### config.mk
export PLATFORM = sky130hd
export DESIGN_NAME = jtag_tap_sync
export DESIGN_NICKNAME = d
export VERILOG_FILES = /design/src/rtl/jtag_pkg.sv /design/src/rtl/jtag_edge_sync.sv /design/src/rtl/jtag_tap_sync.sv
export SDC_FILE = /design/constraint.sdc
export NUM_CORES = 1
export LEC_CHECK = 0
export CORE_MARGIN = 4
export CORE_UTILIZATION = 60
export CTS_BUF_LIST = sky130_fd_sc_hd__clkbuf_4 sky130_fd_sc_hd__clkbuf_8
export CTS_CLUSTER_SIZE = 30
export DETAILED_ROUTE_END_ITERATION = 8
export PLACE_DENSITY = 0.95
export SYNTH_ARGS = -nofsm -noshare
export SYNTH_HDL_FRONTEND = slang
export SYNTH_SLANG_ARGS = --single-unit
### constraint.sdc
create_clock -name io_clk -period 4.9 [get_ports io_clk]
set_input_delay 0.98 -clock io_clk [delete_from_list [all_inputs] [get_ports io_clk]]
set_output_delay 0.98 -clock io_clk [all_outputs]
set_load 0.02 [all_outputs]
### src/rtl/jtag_pkg.sv
// Shared TAP definitions: IEEE 1149.1 state encoding, IR capture pattern and the TAP next-state function.
package jtag_pkg;

  typedef enum logic [3:0] {
    TAP_EX2DR   = 4'h0,
    TAP_EX1DR   = 4'h1,
    TAP_SHDR    = 4'h2,
    TAP_PAUSEDR = 4'h3,
    TAP_SELIR   = 4'h4,
    TAP_UPDDR   = 4'h5,
    TAP_CAPDR   = 4'h6,
    TAP_SELDR   = 4'h7,
    TAP_EX2IR   = 4'h8,
    TAP_EX1IR   = 4'h9,
    TAP_SHIR    = 4'hA,
    TAP_PAUSEIR = 4'hB,
    TAP_RTI     = 4'hC,
    TAP_UPDIR   = 4'hD,
    TAP_CAPIR   = 4'hE,
    TAP_TLR     = 4'hF
  } tap_state_t;

  localparam logic [1:0] IR_CAPTURE_PATTERN = 2'b01;

  function automatic tap_state_t tap_next(input tap_state_t s, input logic tms);
    tap_state_t n;
    n = TAP_TLR;
    case (s)
      TAP_TLR:     n = tms ? TAP_TLR   : TAP_RTI;
      TAP_RTI:     n = tms ? TAP_SELDR : TAP_RTI;
      TAP_SELDR:   n = tms ? TAP_SELIR : TAP_CAPDR;
      TAP_CAPDR:   n = tms ? TAP_EX1DR : TAP_SHDR;
      TAP_SHDR:    n = tms ? TAP_EX1DR : TAP_SHDR;
      TAP_EX1DR:   n = tms ? TAP_UPDDR : TAP_PAUSEDR;
      TAP_PAUSEDR: n = tms ? TAP_EX2DR : TAP_PAUSEDR;
      TAP_EX2DR:   n = tms ? TAP_UPDDR : TAP_SHDR;
      TAP_UPDDR:   n = tms ? TAP_SELDR : TAP_RTI;
      TAP_SELIR:   n = tms ? TAP_TLR   : TAP_CAPIR;
      TAP_CAPIR:   n = tms ? TAP_EX1IR : TAP_SHIR;
      TAP_SHIR:    n = tms ? TAP_EX1IR : TAP_SHIR;
      TAP_EX1IR:   n = tms ? TAP_UPDIR : TAP_PAUSEIR;
      TAP_PAUSEIR: n = tms ? TAP_EX2IR : TAP_PAUSEIR;
      TAP_EX2IR:   n = tms ? TAP_UPDIR : TAP_SHIR;
      TAP_UPDIR:   n = tms ? TAP_SELDR : TAP_RTI;
      default:     n = TAP_TLR;
    endcase
    return n;
  endfunction

endpackage

### src/rtl/jtag_edge_sync.sv
// Three-flop synchronizer for an asynchronous clock-like pin; emits one-cycle rise/fall pulses.
// Latency: pin edge to pulse 2 cycles. No backpressure.
module jtag_edge_sync (
  input  logic i_clk,
  input  logic i_rst_n,
  input  logic i_async,
  output logic o_rise,
  output logic o_fall
);

  logic [2:0] r_sync;

  always_ff @(posedge i_clk or negedge i_rst_n) begin
    if (!i_rst_n) begin
      r_sync <= 3'b000;
    end else begin
      r_sync <= {r_sync[1:0], i_async};
    end
  end

  // r_sync[0] is the metastability stage; edges are judged on the two settled stages.
  assign o_rise = r_sync[1] & ~r_sync[2];
  assign o_fall = ~r_sync[1] & r_sync[2];

endmodule

### src/rtl/jtag_tap_sync.sv
// JTAG TAP oversampled in io_clk: 1149.1 FSM, IR, BYPASS/IDCODE/USER DRs and user capture/update handshake.
// Define JTAG_TRST_EN to add the io_jtag_trst_n pin that holds the TAP in Test-Logic-Reset.
module jtag_tap_sync
  import jtag_pkg::*;
#(
  parameter int               IR_W      = 4,
  parameter logic [31:0]      IDCODE    = 32'h10001FFF,
  parameter logic [IR_W-1:0]  IR_IDCODE = IR_W'(4'h1),
  parameter logic [IR_W-1:0]  IR_USER   = IR_W'(4'h8),
  parameter int               USER_DR_W = 32
) (
  input  logic                 io_clk,
  input  logic                 io_reset_n,
`ifdef JTAG_TRST_EN
  input  logic                 io_jtag_trst_n,
`endif
  input  logic                 io_jtag_tck,
  input  logic                 io_jtag_tms,
  input  logic                 io_jtag_tdi,
  output logic                 io_jtag_tdo,
  input  logic [USER_DR_W-1:0] io_user_capture_data,
  output logic                 io_user_capture_req,
  output logic                 io_user_update_valid,
  output logic [USER_DR_W-1:0] io_user_update_data,
  output logic [3:0]           io_tap_state
);

  logic                 w_tck_rise;
  logic                 w_tck_fall;
  logic [1:0]           r_tms_sync;
  logic [1:0]           r_tdi_sync;
  logic                 w_tms;
  logic                 w_tdi;
  logic                 w_trst;
  tap_state_t           r_state;
  tap_state_t           w_state_nxt;
  logic [IR_W-1:0]      r_ir;
  logic [IR_W-1:0]      r_ir_sr;
  logic [31:0]          r_idcode_sr;
  logic [USER_DR_W-1:0] r_user_sr;
  logic                 r_bypass;
  logic                 r_tdo;
  logic                 r_cap_req;
  logic                 r_upd_vld;
  logic [USER_DR_W-1:0] r_upd_dat;
  logic                 w_sel_idcode;
  logic                 w_sel_user;
  logic                 w_step;

  jtag_edge_sync u_tck_sync (
    .i_clk   (io_clk),
    .i_rst_n (io_reset_n),
    .i_async (io_jtag_tck),
    .o_rise  (w_tck_rise),
    .o_fall  (w_tck_fall)
  );

  always_ff @(posedge io_clk or negedge io_reset_n) begin
    if (!io_reset_n) begin
      r_tms_sync <= 2'b00;
      r_tdi_sync <= 2'b00;
    end else begin
      r_tms_sync <= {r_tms_sync[0], io_jtag_tms};
      r_tdi_sync <= {r_tdi_sync[0], io_jtag_tdi};
    end
  end

  assign w_tms = r_tms_sync[1];
  assign w_tdi = r_tdi_sync[1];

`ifdef JTAG_TRST_EN
  logic [1:0] r_trst_sync;

  // Resets into the asserted level so the TAP stays parked until TRST is seen released.
  always_ff @(posedge io_clk or negedge io_reset_n) begin
    if (!io_reset_n) begin
      r_trst_sync <= 2'b00;
    end else begin
      r_trst_sync <= {r_trst_sync[0], io_jtag_trst_n};
    end
  end

  assign w_trst = ~r_trst_sync[1];
`else
  assign w_trst = 1'b0;
`endif

  assign w_state_nxt  = tap_next(r_state, w_tms);
  assign w_sel_idcode = (r_ir == IR_IDCODE);
  assign w_sel_user   = (r_ir == IR_USER);
  assign w_step       = w_tck_rise & ~w_trst;

  always_ff @(posedge io_clk or negedge io_reset_n) begin
    if (!io_reset_n) begin
      r_state <= TAP_TLR;
    end else if (w_trst) begin
      r_state <= TAP_TLR;
    end else if (w_tck_rise) begin
      r_state <= w_state_nxt;
    end
  end

  // TLR entry takes priority: it can only coincide with leaving TLR/SelIR, never Update-IR.
  always_ff @(posedge io_clk or negedge io_reset_n) begin
    if (!io_reset_n) begin
      r_ir    <= IR_IDCODE;
      r_ir_sr <= '0;
    end else if (w_trst) begin
      r_ir    <= IR_IDCODE;
    end else if (w_tck_rise) begin
      if (r_state == TAP_CAPIR) begin
        r_ir_sr <= IR_W'(IR_CAPTURE_PATTERN);
      end else if (r_state == TAP_SHIR) begin
        r_ir_sr <= {w_tdi, r_ir_sr[IR_W-1:1]};
      end
      if (w_state_nxt == TAP_TLR) begin
        r_ir <= IR_IDCODE;
      end else if (r_state == TAP_UPDIR) begin
        r_ir <= r_ir_sr;
      end
    end
  end

  always_ff @(posedge io_clk or negedge io_reset_n) begin
    if (!io_reset_n) begin
      r_idcode_sr <= '0;
      r_user_sr   <= '0;
      r_bypass    <= 1'b0;
    end else if (w_step) begin
      if (r_state == TAP_CAPDR) begin
        if (w_sel_idcode) begin
          r_idcode_sr <= IDCODE;
        end else if (w_sel_user) begin
          r_user_sr <= io_user_capture_data;
        end else begin
          r_bypass <= 1'b0;
        end
      end else if (r_state == TAP_SHDR) begin
        if (w_sel_idcode) begin
          r_idcode_sr <= {w_tdi, r_idcode_sr[31:1]};
        end else if (w_sel_user) begin
          r_user_sr <= {w_tdi, r_user_sr[USER_DR_W-1:1]};
        end else begin
          r_bypass <= w_tdi;
        end
      end
    end
  end

  always_ff @(posedge io_clk or negedge io_reset_n) begin
    if (!io_reset_n) begin
      r_cap_req <= 1'b0;
      r_upd_vld <= 1'b0;
      r_upd_dat <= '0;
    end else begin
      r_cap_req <= w_step & (r_state == TAP_CAPDR) & w_sel_user;
      r_upd_vld <= w_step & (r_state == TAP_UPDDR) & w_sel_user;
      if (w_step && (r_state == TAP_UPDDR) && w_sel_user) begin
        r_upd_dat <= r_user_sr;
      end
    end
  end

  // TDO changes only on the falling TCK edge so the external sampler sees it stable at the next rise.
  always_ff @(posedge io_clk or negedge io_reset_n) begin
    if (!io_reset_n) begin
      r_tdo <= 1'b0;
    end else if (w_trst) begin
      r_tdo <= 1'b0;
    end else if (w_tck_fall) begin
      if (r_state == TAP_SHIR) begin
        r_tdo <= r_ir_sr[0];
      end else if (r_state == TAP_SHDR) begin
        if (w_sel_idcode) begin
          r_tdo <= r_idcode_sr[0];
        end else if (w_sel_user) begin
          r_tdo <= r_user_sr[0];
        end else begin
          r_tdo <= r_bypass;
        end
      end else begin
        r_tdo <= 1'b0;
      end
    end
  end

  assign io_jtag_tdo          = r_tdo;
  assign io_user_capture_req  = r_cap_req;
  assign io_user_update_valid = r_upd_vld;
  assign io_user_update_data  = r_upd_dat;
  assign io_tap_state         = r_state;

endmodule
# == After elaboration in Yosys (flattened, before gate mapping) ==
# Cells that the tools add are included.
# totals
out_inout_bits,39
wordCells,98
regBits,119
inputBits,37
# op_classes
n_reduce_logical,14
n_mux,37
n_bitwise,8
eq_ne,26
# op_table
cell,n
$mux W32,10
$pmux W4 S12,1
$eq A4 B4 Y1 const B,10
$mux W4,5
$eq A4 B3 Y1 const B,4
$ne A2 B2 Y1 const B,8
$mux W2,6
$mux W3,4
$reduce_and A6 Y1,2
$mux W1,11
$eq A4 B1 Y1 const B,2
$eq A4 B2 Y1 const B,2
$and A1 B1 Y1,6
$reduce_bool A2 Y1,3
$logic_not A4 Y1,1
$reduce_and A2 Y1,2
$reduce_and A4 Y1,1
$reduce_or A2 Y1,2
$reduce_or A3 Y1,1
$logic_and A1 B1 Y1,2
$not A1 Y1,2

# == Depth between registers and ports, before layout ==
# logic_depth
ltp_word,6
ltp_mapped,7
depth_no_buf,4

# == Hierarchy ==
# From an unflattened synthesis, not the netlist that was laid out.
# hier_totals
hier_cells,447
hier_area_um2,5074.9
# by_module_without_submodules
mod,n_inst,area_per_inst_um2,cells_each,seq_area_each_um2
jtag_tap_sync,1,4984.8,442,2909.0
jtag_edge_sync,1,90.1,5,75.1

# == Worst setup path before layout ==
# Ideal clock, no wire load.
# synth_timing
path_kind,reg2reg
startpoint,"reg r_state[2], in the netlist io_tap_state[2]"
endpoint,"reg r_upd_dat[22], in the netlist io_user_update_data[22]"
arrival_time_ns,1.945
setup_ns,0.125
path_slack_ns,2.830
path_stages_with_launch,7
period_less_slack_ns,2.070
path_buffers,3
cell_sequence,dfstp_2 -> clkbuf_1 -> nand2_1 -> or4b_4 -> buf_6 -> buf_8 -> mux2_4
# synth_between
elab_chain_cells,3
# synth_rtl
item,line,source
"start, declared",jtag_tap_sync.sv:35,tap_state_t r_state;
"start signal, assigned",jtag_tap_sync.sv:99,r_state <= w_state_nxt;
$eq A4 B3 Y1,jtag_tap_sync.sv:158,if (w_step && (r_state == TAP_UPDDR) && w_sel_user) begin
$logic_and A1 B1 Y1 (2 in series),jtag_tap_sync.sv:158,
"end signal, assigned",jtag_tap_sync.sv:159,r_upd_dat <= r_user_sr;
"end, declared",jtag_tap_sync.sv:45,logic [USER_DR_W-1:0] r_upd_dat;
# No other way between the ends.
# A chain may end at the register's enable or synchronous reset.

# == Worst setup path in the final report ==
# layout_timing
startpoint,"reg r_state[2], in the netlist io_tap_state[2]"
endpoint,out io_tap_state[2]
# layout_lines
item,line,source
"end, declared",jtag_tap_sync.sv:25,output logic [3:0] io_tap_state
# No word-level cell between the ends.

==> impl_metrics.tcl <==
set metrics [dict create \
    clockBufferDepth 2 \
    utilization 0.758 \
    max-slew-margin-rel 0.160 \
    via_per_inst 5.95 \
    drc 0 \
    dieArea_um2 10100 \
    worstPathMaxFanout 18 \
    p_leak_nw 3.05 \
    fin_crit_ps 2760 \
    post-place-ws_ps 2290 \
    grt_start_max_net_pins 65 \
    postCtsSetupRepairBufs 0 \
    fin_hold_ws_ps 350 \
    rsz0062_at_grt "no" \
    fin_nets 556 \
    regArea_um2 2980 \
    insertedDiodeCount 0 \
    r2r_start "io_tap_state[1]" \
    grt_usage 0.266 \
    antenna_found_initial 0 \
    holdBufCountCts 0 \
    holdCritPathClass "register to register" \
    critPathSlowestCell "dfstp_2" \
    gr-total-overflow 0 \
    dp_cells 605 \
    gp_congestion 0.755 \
    crit_buf_inv 1 \
    criticalPathCategory "register to output pin" \
    ioPinCount 76 \
    io_buffers 75 \
    grt_pass1_wl_mm 20.5 \
    dpl_cell_area_um2 5860 \
    hp-start "r_tdi_sync[0]" \
    fin_setup_tns_ps 0 \
    max_stage_delay_ps 700 \
    cts-htree-levels 4 \
    cts-resized-gates 0 \
    cp.required_ps 3920 \
    cp.arrival_ps 1780 \
    clock-sinks 119 \
    row_count 33 \
    yosysWarnings 0 \
    power.density_nw_per_um2 464 \
    die_w_um 101 \
    firstDrtPassIters 5 \
    status "finished, final reports clean" \
    syn_to_final_growth_pct 21.8 \
    synth-seq-cells 119 \
    worstMarginPinSlew_ps 1260 \
    maxSlewViolCount 0 \
    avgSynthCellArea_um2 11.4 \
    critPathLaunchType "register" \
    ant_nets 0 \
    max_cap_viol_count 0 \
    clockRootBuffer "clkbuf_8" \
    cts_tree "done" \
    cts_buffers 17 \
    clock_latency_ps 420 \
    drt_wl_total_mm 12.5 \
    yosysUniqueCellTypes 40 \
    cp-startpoint "io_tap_state[2]" \
    fmax_mhz 362 \
    syn-cell-area_um2 5140 \
    syn_inst 451 \
    hpwl_mm 7.50 \
    clock_skew_ps 13.9 \
    wl_per_cell_um 19.6 \
    grt_pass1_vias 3932 \
    peakVddDrop_v 0.000282 \
    drt_iter0_markers 282 \
    fin_area_um2 6260 \
    initial_core_util 0.622 \
    final_cells 637 \
    fin_ws_ps 2140 \
    setup_viol 0 \
    path_cells "clkdlybuf4s50_1" \
    clkTransAtPathRegs_ps 70 \
    finalHoldViolations 0 \
    core_area_um2 8260 \
    synth-seq-area-share 0.581 \
    vias 3788 \
    total_power_mw 2.90 \
    fillers 477 \
    syn_nets 488 \
    path_delay_family "flip-flops" \
    layout_worst_path_cycle_share 0.564 \
    drive_above_1_share 0.162 \
    endpoint_kind "output pin" \
    multi_input_area_um2 1950 \
    die_y_um 101 \
]
==> synth_stat cells, drive strengths merged <==
cell type	instances	area (um2)
dfrtp	114	2850
nand2	104	390
o21ai	56	280
mux2	36	514
mux2i	35	350
nand3	21	110
clkbuf	20	75.1
buf	10	110
nor2	8	37.5
inv	6	22.5
dfstp	5	131
a21oi	4	20.0
nor2b	4	32.5
nand4	3	18.8
o211ai	3	22.5
a21boi	2	15.0
a31oi	2	12.5
and2b	2	16.3
and3	2	12.5
nand2b	2	12.5
nand3b	2	15.0
nor3b	2	20.0
a22o	1	8.76
and2	1	6.26
and4	1	8.76
nor3	1	5.00
o31ai	1	7.51
o41ai	1	8.76
or2	1	6.26
or4b	1	13.8
==> layout make-up <==
class,instances,area share
flip-flops and latches,119,0.477
multi-input cells,296,0.311
repair buffers,79,0.124
clock buffers,20,0.0430
well taps,105,0.0210
clock inverters,12,0.0204
inverters,6,0.00360
==> where the power goes <==
| part | leakage (nW) | total, mW | switching (mW) | internal, mW |
|---|---|---|---|---|
| Clock | 0.194 | 0.881 | 0.399 | 0.482 |
| Sequential | 1.46 | 1.33 | 0.173 | 1.16 |
| Combinational | 1.40 | 0.691 | 0.374 | 0.317 |
==> sequential cells by signal (all words and copies together) (netlist names), 3 cells and up <==
| signal | cells |
|---|---|
| r_idcode_sr | 32 |
| r_ir | 4 |
| io_tap_state | 4 |
| r_user_sr | 32 |
| io_user_update_data | 32 |
| u_tck_sync.r_sync | 3 |
| r_ir_sr | 4 |
==> routing by layer <==
layer | up-vias | wire [um] | share of wire | global-route usage
li1 | 1672 | - | - | -
met5 | - | 0 | 0 | 0
met4 | 0 | 368 | 0.029 | 0.101
met3 | 36 | 981 | 0.079 | 0.0692
met2 | 212 | 6360 | 0.51 | 0.442
met1 | 1868 | 4770 | 0.38 | 0.337
==> layout by cell type, fill, tap and decap left out, types with 2 or more instances in the layout <==
master / Yosys / layout
mux2_2: 7 / 7
a31oi_1: 2 / 2
a21boi_0: 2 / 2
and3_1: 2 / 2
clkdlybuf4s50_1: 0 / 74
mux2i_1: 35 / 35
nand3_1: 20 / 20
nor2b_1: 3 / 3
clkinvlp_4: 0 / 4
nand3b_1: 2 / 2
mux2_4: 29 / 29
nand2b_1: 2 / 2
dfrtp_1: 114 / 114
clkinv_2: 0 / 4
buf_4: 3 / 5
inv_1: 6 / 6
clkbuf_8: 0 / 19
dfstp_2: 5 / 5
nand4_1: 3 / 3
clkinv_4: 0 / 2
nor2_1: 7 / 7
o211ai_1: 3 / 3
nand2_1: 104 / 104
o21ai_0: 56 / 56
a21oi_1: 4 / 4
bufinv_16: 0 / 2
==> cells by family (layout without fill, tap and decap cells) <==
group,after synthesis,in the layout,synth area share
compound gates,70,70,0.0731
buf+inv,36,117,0.0404
flops,119,119,0.581
mux,71,71,0.168
simple gates,155,155,0.137
==> final timing paths <==
path | slack (ps) | cells after the start | to
max reg2reg | 2190 | 4 | r_user_sr[30]
min | 350 | 0 | r_tdi_sync[1]
min in group asynchronous | 480 | 1 | r_user_sr[7]
max in group asynchronous | 3470 | 2 | r_user_sr[29]
max | 2140 | 1 | io_tap_state[2]
min reg2reg | 350 | 0 | r_tdi_sync[1]
(Power assumes the default switching activity.)
